<file path="src/rtl/uart_pkg.sv">
// Shared definitions for the UART receive path: frame states, oversampling
// ratio and the baud divider calculation.
package uart_pkg;

  // Oversample ticks per bit period; mid-bit is reached after half of them.
  localparam int OVERSAMPLE = 16;

  // Receiver frame states.
  typedef enum logic [2:0] {
    IDLE      = 3'd0,
    START     = 3'd1,
    DATA      = 3'd2,
    STOP      = 3'd3,
    WAIT_HIGH = 3'd4
  } rx_state_e;

  // Clocks per oversample tick, rounded to the nearest integer.
  function automatic int calc_div(input int clk_hz, input int baud);
    return (clk_hz + (baud * OVERSAMPLE) / 2) / (baud * OVERSAMPLE);
  endfunction

endpackage

</file>
<file path="src/rtl/uart_rx_fifo_if.sv">
// Consumer-side bus of the UART receiver: pop request, show-ahead head byte,
// occupancy flags and the one-cycle error pulses.
interface uart_rx_fifo_if #(
  parameter int DATA_BITS  = 8,
  parameter int FIFO_DEPTH = 16
);

  logic                              rd_en;
  logic [DATA_BITS-1:0]              rd_data;
  logic                              empty;
  logic                              full;
  logic [$clog2(FIFO_DEPTH+1)-1:0]   count;
  logic                              frame_err;
  logic                              overrun;

  // Consumer side.
  modport master (
    output rd_en,
    input  rd_data, empty, full, count, frame_err, overrun
  );

  // Receiver side.
  modport slave (
    input  rd_en,
    output rd_data, empty, full, count, frame_err, overrun
  );

endinterface

</file>
<file path="src/rtl/sync_fifo.sv">
// Show-ahead circular FIFO with explicit occupancy count. A push into a full
// FIFO is accepted only when a pop happens in the same cycle; otherwise it is
// dropped and overrun_o pulses for one cycle.
module sync_fifo #(
  parameter int DEPTH = 16,
  parameter int WIDTH = 8
) (
  input  logic                         clk_i,
  input  logic                         rst_ni,
  input  logic                         push_i,
  input  logic [WIDTH-1:0]             push_data_i,
  input  logic                         pop_req_i,
  output logic [WIDTH-1:0]             rd_data_o,
  output logic [$clog2(DEPTH+1)-1:0]   count_o,
  output logic                         full_o,
  output logic                         empty_o,
  output logic                         overrun_o
);

  localparam int PW = $clog2(DEPTH);
  localparam int CW = $clog2(DEPTH+1);

  logic [WIDTH-1:0] mem_q [DEPTH];
  logic [PW-1:0]    wr_ptr_q;
  logic [PW-1:0]    rd_ptr_q;
  logic [CW-1:0]    count_q;
  logic [CW-1:0]    count_d;
  logic             full_q;
  logic             empty_q;
  logic             overrun_q;
  logic             pop;
  logic             wr;

  // Accept/pop decisions and next occupancy; a pop on an empty FIFO is ignored.
  always_comb begin
    pop     = pop_req_i && !empty_q;
    wr      = push_i && (!full_q || pop);
    count_d = count_q;
    if (wr && !pop) begin
      count_d = count_q + CW'(1);
    end else if (!wr && pop) begin
      count_d = count_q - CW'(1);
    end
  end

  // Storage; cleared on reset so the head reads as zero afterwards.
  always_ff @(posedge clk_i or negedge rst_ni) begin
    if (!rst_ni) begin
      for (int i = 0; i < DEPTH; i++) begin
        mem_q[i] <= '0;
      end
    end else if (wr) begin
      mem_q[wr_ptr_q] <= push_data_i;
    end
  end

  // Pointers (wrapping naturally), count and flags kept consistent with it.
  always_ff @(posedge clk_i or negedge rst_ni) begin
    if (!rst_ni) begin
      wr_ptr_q  <= '0;
      rd_ptr_q  <= '0;
      count_q   <= '0;
      full_q    <= 1'b0;
      empty_q   <= 1'b1;
      overrun_q <= 1'b0;
    end else begin
      if (wr) begin
        wr_ptr_q <= wr_ptr_q + PW'(1);
      end
      if (pop) begin
        rd_ptr_q <= rd_ptr_q + PW'(1);
      end
      count_q   <= count_d;
      full_q    <= (count_d == CW'(DEPTH));
      empty_q   <= (count_d == '0);
      overrun_q <= push_i && !wr;
    end
  end

  assign rd_data_o = mem_q[rd_ptr_q];
  assign count_o   = count_q;
  assign full_o    = full_q;
  assign empty_o   = empty_q;
  assign overrun_o = overrun_q;

endmodule

</file>
<file path="src/rtl/uart_rx_fifo.sv">
// 8N1 UART receiver with 16x oversampling feeding a show-ahead byte FIFO.
// Flags stop-bit framing errors and bytes lost to a full FIFO.
module uart_rx_fifo
  import uart_pkg::*;
#(
  parameter int CLK_HZ     = 50000000,
  parameter int BAUD       = 115200,
  parameter int DATA_BITS  = 8,
  parameter int FIFO_DEPTH = 16
) (
  input  logic          clk_clk,
  input  logic          reset_reset_n,
  input  logic          rxd,
  uart_rx_fifo_if.slave bus
);

  localparam int DIV   = calc_div(CLK_HZ, BAUD);
  localparam int DIV_W = (DIV > 1) ? $clog2(DIV) : 1;
  localparam int OS_W  = $clog2(OVERSAMPLE);
  localparam int BIT_W = (DATA_BITS > 1) ? $clog2(DATA_BITS) : 1;

  logic                 rx_meta_q;
  logic                 rx_s_q;
  rx_state_e            state_q, state_d;
  logic [DIV_W-1:0]     tick_cnt_q, tick_cnt_d;
  logic                 tick;
  logic [OS_W-1:0]      os_cnt_q, os_cnt_d;
  logic [BIT_W-1:0]     bit_cnt_q, bit_cnt_d;
  logic [DATA_BITS-1:0] shift_q, shift_d;
  logic                 push_q, push_d;
  logic                 frame_err_q, frame_err_d;

  // Two-flop synchroniser for the asynchronous line; resets to idle-high.
  always_ff @(posedge clk_clk or negedge reset_reset_n) begin
    if (!reset_reset_n) begin
      rx_meta_q <= 1'b1;
      rx_s_q    <= 1'b1;
    end else begin
      rx_meta_q <= rxd;
      rx_s_q    <= rx_meta_q;
    end
  end

  // Oversample tick: held at zero while idle so its phase follows the start edge.
  always_comb begin
    tick = (state_q != IDLE) && (tick_cnt_q == DIV_W'(DIV - 1));
    if (state_q == IDLE || tick) begin
      tick_cnt_d = '0;
    end else begin
      tick_cnt_d = tick_cnt_q + DIV_W'(1);
    end
  end

  // Frame FSM: validate start at mid-bit, sample data and stop at bit centres.
  always_comb begin
    state_d     = state_q;
    os_cnt_d    = os_cnt_q;
    bit_cnt_d   = bit_cnt_q;
    shift_d     = shift_q;
    push_d      = 1'b0;
    frame_err_d = 1'b0;
    unique case (state_q)
      IDLE: begin
        os_cnt_d = '0;
        if (!rx_s_q) begin
          state_d = START;
        end
      end
      START: begin
        if (tick) begin
          if (os_cnt_q == OS_W'(OVERSAMPLE / 2 - 1)) begin
            os_cnt_d = '0;
            if (!rx_s_q) begin
              state_d   = DATA;
              bit_cnt_d = '0;
            end else begin
              // Too short to be a start bit: drop silently.
              state_d = IDLE;
            end
          end else begin
            os_cnt_d = os_cnt_q + OS_W'(1);
          end
        end
      end
      DATA: begin
        if (tick) begin
          os_cnt_d = os_cnt_q + OS_W'(1);
          if (os_cnt_q == OS_W'(OVERSAMPLE - 1)) begin
            shift_d = {rx_s_q, shift_q[DATA_BITS-1:1]};
            if (bit_cnt_q == BIT_W'(DATA_BITS - 1)) begin
              state_d = STOP;
            end else begin
              bit_cnt_d = bit_cnt_q + BIT_W'(1);
            end
          end
        end
      end
      STOP: begin
        if (tick) begin
          os_cnt_d = os_cnt_q + OS_W'(1);
          if (os_cnt_q == OS_W'(OVERSAMPLE - 1)) begin
            if (rx_s_q) begin
              push_d  = 1'b1;
              state_d = IDLE;
            end else begin
              frame_err_d = 1'b1;
              state_d     = WAIT_HIGH;
            end
          end
        end
      end
      WAIT_HIGH: begin
        // A held-low line (break) must not look like a fresh start bit.
        if (rx_s_q) begin
          state_d = IDLE;
        end
      end
      default: state_d = IDLE;
    endcase
  end

  // Receiver state registers.
  always_ff @(posedge clk_clk or negedge reset_reset_n) begin
    if (!reset_reset_n) begin
      state_q     <= IDLE;
      tick_cnt_q  <= '0;
      os_cnt_q    <= '0;
      bit_cnt_q   <= '0;
      shift_q     <= '0;
      push_q      <= 1'b0;
      frame_err_q <= 1'b0;
    end else begin
      state_q     <= state_d;
      tick_cnt_q  <= tick_cnt_d;
      os_cnt_q    <= os_cnt_d;
      bit_cnt_q   <= bit_cnt_d;
      shift_q     <= shift_d;
      push_q      <= push_d;
      frame_err_q <= frame_err_d;
    end
  end

  // shift_q holds the completed byte until the next frame's first data sample,
  // so it can be written one clock after the stop sample without a copy.
  sync_fifo #(
    .DEPTH (FIFO_DEPTH),
    .WIDTH (DATA_BITS)
  ) u_fifo (
    .clk_i       (clk_clk),
    .rst_ni      (reset_reset_n),
    .push_i      (push_q),
    .push_data_i (shift_q),
    .pop_req_i   (bus.rd_en),
    .rd_data_o   (bus.rd_data),
    .count_o     (bus.count),
    .full_o      (bus.full),
    .empty_o     (bus.empty),
    .overrun_o   (bus.overrun)
  );

  assign bus.frame_err = frame_err_q;

endmodule

</file>
<file path="src/flat_wrapper.sv">
// flat-port wrapper written by rule: the top's interface ports become plain ports
module uart_rx_fifo_flat import uart_pkg::*;
#(
  parameter int CLK_HZ     = 50000000,
  parameter int BAUD       = 115200,
  parameter int DATA_BITS  = 8,
  parameter int FIFO_DEPTH = 16
)
  (clk_clk, reset_reset_n, rxd, bus_rd_en, bus_rd_data, bus_empty, bus_full, bus_count, bus_frame_err, bus_overrun);
  uart_rx_fifo_if #(.DATA_BITS(DATA_BITS), .FIFO_DEPTH(FIFO_DEPTH)) bus_i ();
  input  logic clk_clk;
  input  logic reset_reset_n;
  input  logic rxd;
  input wire logic [$bits(bus_i.rd_en)-1:0] bus_rd_en;
  output wire logic [$bits(bus_i.rd_data)-1:0] bus_rd_data;
  output wire logic [$bits(bus_i.empty)-1:0] bus_empty;
  output wire logic [$bits(bus_i.full)-1:0] bus_full;
  output wire logic [$bits(bus_i.count)-1:0] bus_count;
  output wire logic [$bits(bus_i.frame_err)-1:0] bus_frame_err;
  output wire logic [$bits(bus_i.overrun)-1:0] bus_overrun;
  assign bus_i.rd_en = bus_rd_en;
  assign bus_rd_data = bus_i.rd_data;
  assign bus_empty = bus_i.empty;
  assign bus_full = bus_i.full;
  assign bus_count = bus_i.count;
  assign bus_frame_err = bus_i.frame_err;
  assign bus_overrun = bus_i.overrun;
  uart_rx_fifo #(.CLK_HZ(CLK_HZ), .BAUD(BAUD), .DATA_BITS(DATA_BITS), .FIFO_DEPTH(FIFO_DEPTH)) u_core (.clk_clk(clk_clk), .reset_reset_n(reset_reset_n), .rxd(rxd), .bus(bus_i));
endmodule
</file>
<file path="config.mk">
export PLATFORM = sky130hd
export DESIGN_NAME = uart_rx_fifo_flat
export DESIGN_NICKNAME = d
export VERILOG_FILES = /design/src/rtl/uart_pkg.sv /design/src/rtl/uart_rx_fifo_if.sv /design/src/rtl/sync_fifo.sv /design/src/rtl/uart_rx_fifo.sv /design/src/flat_wrapper.sv
export SDC_FILE = /design/constraint.sdc
export NUM_CORES = 1
export LEC_CHECK = 0
export BUFFER_PORTS_ARGS = -buffer_cell sky130_fd_sc_hd__buf_2
export CORE_MARGIN = 2
export CORE_UTILIZATION = 65
export DETAILED_ROUTE_END_ITERATION = 8
export PLACE_DENSITY = 0.83
export SYNTH_ARGS = -nofsm -noshare
export SYNTH_HDL_FRONTEND = slang
export SYNTH_HIERARCHICAL = 1
export SYNTH_SLANG_ARGS = --single-unit
export TNS_END_PERCENT = 1
</file>
<file path="constraint.sdc">
create_clock -name clk_clk -period 4.14 [get_ports clk_clk]
set_clock_uncertainty 0.05 [all_clocks]
set_input_delay 0.828 -clock clk_clk [delete_from_list [all_inputs] [get_ports clk_clk]]
set_output_delay 0.828 -clock clk_clk [all_outputs]
set_load 0.1 [all_outputs]
</file>
==> results of run 1 <==
layout make-up:
cell class / instances / area, sq um
Multi-Input combinational cell: 312 / 3556
Timing Repair Buffer: 26 / 163.9
Clock buffer: 18 / 439.2
Inverter: 9 / 33.78
Sequential cell: 171 / 4284
Fill cell: 729 / 3204
Tap cell: 168 / 210.2
Clock inverter: 14 / 170.2
power by group:
part	leakage, nW	switching, W	internal [W]
logic	1.72	0.000494	0.000261
registers	2.32	0.000105	0.00172
clock network	0.288	0.000647	0.000965
total	4.33	0.00125	0.00295
worst max-delay path: stages, from the launching register on:
cell and delay [ns]:
dfrtp_2 0.37, buf_4 0.31, mux4_1 0.60, mux4_2 0.50, buf_2 0.31
cells in the mapped netlist (all sizes together):
master	count	area (sq um)
or3	1	11.26
a21boi	1	11.26
nor3	5	25.02
nand4	9	101.4
and2b	1	7.510
ha	12	150.1
mux4	40	945.9
a211oi	1	7.510
mux2	138	1554
inv	9	33.78
a31oi	3	18.77
nand3b	4	30.03
or4b	1	10.01
a21oi	6	30.03
nand4b	1	8.760
o31ai	1	7.510
dfrtp	168	4204
xor2	2	17.52
nand2b	4	25.02
nand3	17	157.7
a22o	1	8.760
nor3b	4	51.30
and4b	1	11.26
mux2i	3	30.03
nor4bb	1	10.01
xnor2	12	112.6
a21o	2	16.27
o21ai	5	25.02
clkbuf	16	60.06
nor2	14	52.55
a32o	1	10.01
dfstp	3	78.83
a41oi	2	17.52
and3	2	17.52
buf	14	111.4
nand2	13	48.80
nor2b	4	25.02
stage by stage:
step           setup WS (ns)  power (W)  hold WS, ns  std cells  utilization (%)
2_1_floorplan          1.283   0.002482       0.2952        522                -
3_3_place_gp           1.233   0.002590       0.2965        686            68.38
3_5_place_dp           1.167   0.002624       0.3012        686            68.38
4_1_cts               0.7011   0.004234       0.3079        718            73.43
5_1_grt               0.6451   0.004367       0.3173        718            73.43
6_report              0.7339   0.004196       0.3073        718            73.43
layer usage:
metal	wire length [microns]	up-vias
met5	0	-
met4	237	0
met3	607	24
met2	8481	89
met1	7014	2394
li1	-	1983
flip-flops by register name (all words and copies together), names as in the netlist, 3 cells and up:
signal,flops
u_core/u_fifo/mem_q,128
u_core/u_fifo/count_o,5
u_core/u_fifo/wr_ptr_q,4
u_core/bit_cnt_q,3
u_core/os_cnt_q,4
u_core/tick_cnt_q,5
u_core/shift_q,8
u_core/u_fifo/rd_ptr_q,4
u_core/state_q,3
cell families (layout without fill, tap and decap cells):
| logic type | Yosys count | count (layout) |
|---|---|---|
| DFF | 171 | 171 |
| buffers and inverters | 39 | 67 |
| xor gates and xnor gates | 14 | 14 |
| AOI/OAI and AO/OA | 23 | 23 |
| and+or+nand+nor | 82 | 82 |
| muxes | 181 | 181 |
| adders and majority gates | 12 | 12 |
worst max path at each step:
stage                                                     start              to  slack, ns
after floorplan           u_core/u_fifo/rd_ptr_q[1]$_DFFE_PN0P_  bus_rd_data[5]       1.28
after global placement    u_core/u_fifo/rd_ptr_q[0]$_DFFE_PN0P_  bus_rd_data[6]       1.23
after detailed placement  u_core/u_fifo/rd_ptr_q[0]$_DFFE_PN0P_  bus_rd_data[6]       1.17
after CTS                 u_core/u_fifo/rd_ptr_q[0]$_DFFE_PN0P_  bus_rd_data[2]       0.70
after global routing      u_core/u_fifo/rd_ptr_q[0]$_DFFE_PN0P_  bus_rd_data[3]       0.65
final                     u_core/u_fifo/rd_ptr_q[0]$_DFFE_PN0P_  bus_rd_data[6]       0.73
layout by cell type (no fill, tap or decap), types with 4 or more instances in the layout:
cell type / count
nor2_1: 14
nand4_1: 6
o21ai_0: 5
a21oi_1: 6
nand3b_1: 4
nand3_2: 12
clkbuf_16: 17
mux4_1: 12
nand3_1: 4
nand2b_1: 4
buf_2: 19
mux2_2: 138
nand2_1: 13
mux4_2: 28
ha_1: 12
xnor2_1: 11
dfrtp_1: 167
inv_1: 9
clkinvlp_4: 4
nor2b_1: 4
nor3_1: 5
buf_4: 5
==> results.yml, run 1 <==
place:
  io_buffer_count: 20
  place_area_sq_um: 8248
  place_congestion: 0.8166
  hpwl_microns: 10380
grt:
  grt_pass1_vias: 4822
  grt_usage_pct: 27.37
  grt_util_met2_pct: 45.25
  grtUsageMet3_pct: 5.904
  overflow: 0
  grt_pass1_wl_microns: 26610
  antenna_found_initial: 0
  global_route.usage.met1_pct: 37.29
  grt_start_max_net_pins: 102
  busiest_layer: "met2"
yosys:
  syn_inst: 522
  synth_cell_types: 50
  synth_area_sq_um: 8044
  synth_xor_xnor_area_share_pct: 1.618
  synth_top_family_by_area: "multiplexers"
  synth_compound_gate_area_share_pct: 1.898
  ys_warn_count: 6
  synth.avg_cell_area_sq_um: 15.41
  synthAdderAreaFrac_pct: 1.867
  synth_nets: 538
  synth-seq-cells: 171
  synth-simple-area-share_pct: 7.373
  synth_mux_area_share_pct: 31.45
  seq_area_frac_synth_pct: 53.24
critical_path:
  path_class: "register to output pin"
  r2r_cells: 5
  worst_ep_arrival_time_ns: 2.53
  r2r_setup_slack_ns: 1.80
  cp-start-kind: "register"
  r2r_start: "u_core/u_fifo/empty_o$_DFF_PN1_"
  path_max_fanout: 18
  endpoint_kind: "output pin"
  r2r-end: "u_core/u_fifo/mem_q[80]$_DFFE_PN0P_"
  required_ns: 3.26
timing:
  min_period_ns: 3.406
  period_share_pct: 82.27
  worstMarginPinSlew_ns: 0.9178
  relSlewSlack_pct: 38.82
  finalSetupViolations: 0
  fin_setup_tns_ns: 0
  final_max_slew_viol_count: 0
  grt_setup_unrepaired: "false"
  report.final.hold_viol_count: 0
  fmaxAchievable_mhz: 293.6
floorplanning:
  rows: 40
  die-area_sq_um: 13280
  fp.dieW_microns: 115.2
  core_sq_um: 12060
  die_y_microns: 115.2
  io_pins: 21
  initial_utilization_pct: 66.69
clock_tree:
  ctsResizeCount: 0
  cts_tree: "yes"
  cts_setup_buffers: 0
  root_buffer: "clkbuf_16"
  cts.clk_slew.worst_paths_ns: 0.07
  htree_levels: 4
  cts_hold_buf: 0
  cts_buffers: 17
  cts_sinks: 171
  clkLatencyLatePin_ns: 0.42
  cts_buffer_depth: 2
final_layout:
  layout.nets: 553
  drive_gt1_share_pct: 46.00
  design_area_sq_um: 8857
  area_growth_pct: 10.11
  antenna_cells: 0
flow_run:
  cap_violations: 0
route:
  first_iter_violations: 366
  routed_wirelength_microns: 16340
  drc: 0
  num_vias: 4490
  ant_nets: 0
  dr.pass1.iters: 4
  vias_per_cell: 6.253
  wl_per_cell_microns: 22.76
hold_path:
  hold_depth: 0
  min_to: "u_core/rx_s_q$_DFF_PN1_"
  hp-start: "u_core/rx_meta_q$_DFF_PN1_"
  hp-class: "register to register"
power_and_ir_drop:
  peakVddDrop_mv: 0.2926
  power_leakage_nw: 4.334
  p_per_area_nw_per_um2: 473.8
outcome:
  status: "finished, final reports clean"
No activity file was read; power rests on OpenSTA's default activity.
==> run 2: changes to the inputs <==
Settings changed: CORE_UTILIZATION 65 to 62, PLACE_DENSITY 0.83 to 0.79.
Clock period 4.14 ns to 3.2 ns, I/O delays scaled along.
==> run 2 against run 1 <==
  * Final cell count rose by 1.1%
  * Setup slack worse by 0.68 ns
  * Critical path depth unchanged
  * Wire length up 2.0%
  * Largest power group unchanged
  * Clock power increased by 30%
  * Critical path type unchanged
==> results.yml, run 2 (synthesis results as in run 1) <==
outcome:
  status: "finished, final reports clean"
clock_tree:
  clkLatencyLatePin_ns: 0.43
  cts_tree: "yes"
  cts_buffer_depth: 2
  cts_sinks: 171
  cts.clk_slew.worst_paths_ns: 0.06
  root_buffer: "clkbuf_16"
  htree_levels: 4
  cts_setup_buffers: 0
  cts_buffers: 17
timing:
  grt_setup_unrepaired: "false"
  finalWorstSetupSlack_ns: 0.05788
  period_share_pct: 98.19
  min_period_ns: 3.142
  fin_setup_tns_ns: 0
  hold_ws_ns: 0.1660
  final_max_slew_viol_count: 0
  report.final.hold_viol_count: 0
  worstMarginPinSlew_ns: 0.6329
  finalSetupViolations: 0
  fmaxAchievable_mhz: 318.3
  relSlewSlack_pct: 57.81
final_layout:
  fillers: 822
  area_growth_pct: 11.12
  drive_gt1_share_pct: 45.49
  final_cell_mix: "dfrtp_1 (167), mux2_2 (138), mux4_2 (28)"
  largest_register_ffs: 128
  layout.nets: 557
  top_register: "u_core/u_fifo/mem_q"
  final_common_cell: "dfrtp_1"
  top_regs: "u_core/u_fifo/mem_q: 128 flops, u_core/shift_q: 8 flops"
  antenna_cells: 0
power_and_ir_drop:
  p_int_w: 0.003942
  combPwrFrac_pct: 19.9
  power_switching_w: 0.001599
  power_leakage_nw: 4.378
  p_sw_share_pct: 28.85
  p_per_area_nw_per_um2: 619.9
  peakVddDrop_mv: 0.3900
  pwr-share-seq_pct: 42.2
  clock_power_share_pct: 37.9
critical_path:
  cp-start-kind: "register"
  path_class: "register to output pin"
  path_max_fanout: 18
  endpoint_kind: "output pin"
  crit_chain: "buf_12, mux4_1, mux4_2, buf_2"
  path_buf_inv: 2
  required_ns: 2.51
  cpMaxStageDelayCell: "mux4_1"
  slowest_delay_ns: 0.59
  worst_ep_arrival_time_ns: 2.45
  critPathTopFamily: "multiplexers"
  r2r_cells: 5
  worst-path-stages: 4
route:
  wl_per_cell_microns: 22.95
  first_iter_violations: 356
  drc: 0
  ant_nets: 0
  num_vias: 4582
  dr.pass1.iters: 4
  routed_wirelength_microns: 16660
  vias_per_cell: 6.311
floorplanning:
  core_sq_um: 12620
  fp.dieW_microns: 117.9
  die_y_microns: 117.9
  initial_utilization_pct: 63.74
  io_pins: 21
  die-area_sq_um: 13900
  rows: 41
grt:
  grt_pass1_vias: 4746
  antenna_found_initial: 0
  grt_usage_pct: 25.73
  grt_start_max_net_pins: 69
  grt_pass1_wl_microns: 26580
  overflow: 0
flow_run:
  cap_violations: 0
place:
  hpwl_microns: 10070
  post-place-ws_ns: 0.4484
  place_congestion: 0.8187
  io_buffer_count: 20
hold_path:
  hp-class: "input port to asynchronous set/reset pin"
-- run 2: changes by cell type in the layout (fill, tap and decap cells not counted) --
| cell | previous run | this run |
|---|---|---|
| clkinv_4 | 3 | 1 |
| buf_4 | 5 | 8 |
| clkinv_2 | 3 | 2 |
| clkbuf_1 | 0 | 5 |
| inv_6 | 1 | 0 |
| clkbuf_16 | 17 | 18 |
| buf_2 | 19 | 17 |
| clkinvlp_4 | 4 | 0 |
| clkbuf_8 | 1 | 4 |
| buf_12 | 1 | 3 |
-- run 2: through the flow --
step	instances	util, %	total power [W]	cell area, sq um
after floorplan	522	-	0.003211	8044
after global placement	693	65.77	0.003404	8300
after detailed placement	693	65.77	0.003432	8300
after CTS	725	70.63	0.005533	8914
after global routing	726	70.83	0.005746	8939
final	726	70.83	0.005541	8939
-- run 2: worst reg2reg max path, stage by stage (launching register included) --
cell      delay (ns)
dfstp_2         0.39
nand2b_1        0.32
a21boi_2        0.25
buf_4           0.36
nand3_2         0.44
mux2_2          0.42
-- run 2: final cells by class --
type | count | area [sq um] | area share (%)
Inverter | 9 | 33.78 | 0.3779
Timing Repair Buffer | 30 | 241.5 | 2.702
Clock buffer | 26 | 499.2 | 5.585
Multi-Input combinational cell | 312 | 3556 | 39.78
Clock inverter | 6 | 108.9 | 1.218
Sequential cell | 171 | 4284 | 47.93
Tap cell | 172 | 215.2 | 2.408
-- run 2: layer usage --
| metal | vias up | global-route usage, % | routed length (microns) |
|---|---|---|---|
| met3 | 24 | 6.395 | 795 |
| met2 | 131 | 39.75 | 8244 |
| met4 | 0 | 8.283 | 262 |
| met1 | 2444 | 36.35 | 7360 |
| li1 | 1983 | - | - |
| met5 | - | 0 | 0 |
-- run 2: worst paths after layout --
kind                                                        from                              endpoint  slack, ns
max in group asynchronous                          reset_reset_n       u_core/u_fifo/empty_o$_DFF_PN1_       2.14
max                        u_core/u_fifo/rd_ptr_q[0]$_DFFE_PN0P_                        bus_rd_data[5]       0.06
min                                                reset_reset_n  u_core/u_fifo/mem_q[123]$_DFFE_PN0P_       0.17
min reg2reg                           u_core/rx_meta_q$_DFF_PN1_               u_core/rx_s_q$_DFF_PN1_       0.31
min in group clk_clk                                         rxd            u_core/rx_meta_q$_DFF_PN1_       0.26
max reg2reg                      u_core/u_fifo/empty_o$_DFF_PN1_  u_core/u_fifo/mem_q[105]$_DFFE_PN0P_       0.85
-- run 2: what timing repair did --
| action | 4_1_cts | 5_1_grt |
|---|---|---|
| hold endpoints to repair | 0 | 0 |
| gates resized for setup | 2 | 0 |
| endpoints found under the setup margin | 2 | 7 |
| gates cloned | 0 | 1 |
| hold buffers | 0 | 0 |
-- run 2: power groups by stage --
stage / sequential [W] / combinational (W) / clock (W)
finish: 0.00234 / 0.00110 / 0.00210
detailed placement: 0.00237 / 0.00106 / 0
floorplan: 0.00260 / 0.000614 / 0
CTS: 0.00233 / 0.00107 / 0.00214
global route: 0.00235 / 0.00117 / 0.00223
global placement: 0.00237 / 0.00104 / 0
==> run 3: changes to the inputs <==
Settings changed: RECOVER_POWER from default to 50.
==> run 3 against run 2 <==
  * The flow now finishes with violations (capacitance limit, slew limit)
  * Fmax increased by 0.11%
  * Non-clock buffer count unchanged
  * Flip-flop and latch count unchanged
  * Die area unchanged
  * Largest cell class unchanged
  * Cell area decreased by 0.32%
  * Count of clock-buffer cells in the layout unchanged
  * Hold slack improved by 0.092 ns
  * Sequential share of layout area increased by 0.15 points
  * Final cell count unchanged
  * Setup slack improved by 0.0035 ns
  * Critical path depth unchanged
==> results.yml, run 3 (synthesis results as in run 1) <==
power_and_ir_drop:
  power.total_w: 0.005534
  power_leakage_nw: 4.364
  p_per_area_nw_per_um2: 621.1
  peakVddDrop_mv: 0.3878
place:
  place_congestion: 0.8187
  hpwl_microns: 10070
  io_buffer_count: 20
  place_area_sq_um: 8300
  dp.cells: 693
floorplanning:
  core_sq_um: 12620
  fp.dieW_microns: 117.9
  die_y_microns: 117.9
  io_pins: 21
  rows: 41
  die-area_sq_um: 13900
  initial_utilization_pct: 63.74
critical_path:
  worst_ep_arrival_time_ns: 2.45
  cp-start-kind: "register"
  path_class: "register to output pin"
  required_ns: 2.51
  crit_chain: "buf_12, mux4_1, mux4_2, buf_2"
  r2r_setup_slack_ns: 0.83
  critPathTopFamily: "multiplexers"
  path_buf_inv: 2
  path_max_fanout: 18
  slowest_delay_ns: 0.58
  endpoint_kind: "output pin"
  cpMaxStageDelayCell: "mux4_1"
final_layout:
  antenna_cells: 0
  design_area_sq_um: 8910
  top_regs: "u_core/u_fifo/mem_q: 128 flops, u_core/shift_q: 8 flops"
  area_growth_pct: 10.76
  largest_register_ffs: 128
  layout.nets: 557
  top_register: "u_core/u_fifo/mem_q"
  utilization_pct: 70.60
  drive_gt1_share_pct: 44.95
  final_common_cell: "dfrtp_1"
  fin_cells: 726
  final_cell_mix: "dfrtp_1 (167), mux2_2 (138), mux4_2 (28)"
clock_tree:
  cts_hold_buf: 0
  cts_sinks: 171
  cts_buffers: 17
  cts_tree: "yes"
  cts_buffer_depth: 2
  root_buffer: "clkbuf_16"
  htree_levels: 4
  cts.clk_slew.worst_paths_ns: 0.06
  clkLatencyLatePin_ns: 0.43
  cts_setup_buffers: 0
route:
  first_iter_violations: 317
  ant_nets: 0
  dr.pass1.iters: 4
  routed_wirelength_microns: 16710
  drc: 0
  vias_per_cell: 6.317
  wl_per_cell_microns: 23.01
  num_vias: 4586
timing:
  worstMarginPinSlew_ns: 1.680
  fin_setup_tns_ns: 0
  grt_setup_unrepaired: "false"
  period_share_pct: 98.08
  min_period_ns: 3.139
  relSlewSlack_pct: -12.00
  finalSetupViolations: 0
  fmaxAchievable_mhz: 318.6
  final_max_slew_viol_count: 69
  report.final.hold_viol_count: 0
grt:
  overflow: 0
  grt_pass1_vias: 4746
  grt_start_max_net_pins: 69
  grt_pass1_wl_microns: 26580
  antenna_found_initial: 0
  grt_util_met2_pct: 39.75
  grtUsageMet3_pct: 6.395
  global_route.usage.met1_pct: 36.35
  grt_usage_pct: 25.73
  busiest_layer: "met2"
outcome:
  violations: "capacitance limit, slew limit"
  status: "complete, but fails checks"
hold_path:
  hp-class: "input port to register"
flow_run:
  cap_violations: 1
-- run 3: cell types whose count changed in the layout (fill, tap and decap cells not counted) --
| cell | change |
|---|---|
| clkbuf_4 | +1 |
| dfstp_2 | -1 |
| buf_4 | -3 |
| clkbuf_2 | +2 |
| buf_6 | -1 |
| clkbuf_1 | +2 |
| buf_12 | -1 |
| dfstp_1 | +1 |
-- run 3: layout make-up --
| type | count | area [sq um] |
|---|---|---|
| Sequential cell | 171 | 4284 |
| Fill cell | 829 | 3710 |
| Multi-Input combinational cell | 312 | 3556 |
| Clock buffer | 26 | 499.2 |
| Tap cell | 172 | 215.2 |
| Timing Repair Buffer | 30 | 212.7 |
| Clock inverter | 6 | 108.9 |
| Inverter | 9 | 33.78 |
-- run 3: worst reg2reg max path, stage by stage, from the launching register on --
cell and delay, ns:
dfstp_1 0.41, nand2b_1 0.34, a21boi_2 0.25, buf_4 0.35, nand3_2 0.44, mux2_2 0.41
-- run 3: per-stage QoR --
step	setup slack [ns]	hold WS (ns)
detailed placement	0.4484	0.3003
floorplan	0.5314	0.2944
CTS	0.003225	0.1753
finish	0.06137	0.2584
global route	0.001061	0.2362
global placement	0.4763	0.2998
-- run 3: layer usage --
| metal | vias to the layer above | part of all wire [%] |
|---|---|---|
| li1 | 1988 | - |
| met1 | 2494 | 45 |
| met2 | 83 | 50 |
| met3 | 21 | 3.6 |
| met4 | 0 | 1.4 |
| met5 | - | 0 |
-- run 3: final timing paths --
| kind | startpoint | endpoint | depth (start not counted) |
|---|---|---|---|
| hold / removal | rxd | u_core/rx_meta_q$_DFF_PN1_ | 1 |
| setup reg to reg | u_core/u_fifo/empty_o$_DFF_PN1_ | u_core/u_fifo/mem_q[105]$_DFFE_PN0P_ | 5 |
| hold reg to reg | u_core/rx_meta_q$_DFF_PN1_ | u_core/rx_s_q$_DFF_PN1_ | 0 |
| min in group asynchronous | reset_reset_n | u_core/u_fifo/mem_q[107]$_DFFE_PN0P_ | 1 |
| setup / recovery | u_core/u_fifo/rd_ptr_q[0]$_DFFE_PN0P_ | bus_rd_data[5] | 4 |
| max in group asynchronous | reset_reset_n | u_core/u_fifo/mem_q[87]$_DFFE_PN0P_ | 2 |
-- run 3: report_power, final --
| part | internal, W | total (W) | switching, W | leakage [nW] |
|---|---|---|---|---|
| registers | 0.00223 | 0.00234 | 0.000106 | 2.32 |
| logic | 0.000395 | 0.00110 | 0.000703 | 1.74 |
| clock network | 0.00131 | 0.00210 | 0.000788 | 0.298 |
-- run 3: repair_timing --
action,4_1_cts,5_1_grt
resized for setup,2,0
setup endpoints to repair,2,7
cloned,0,1
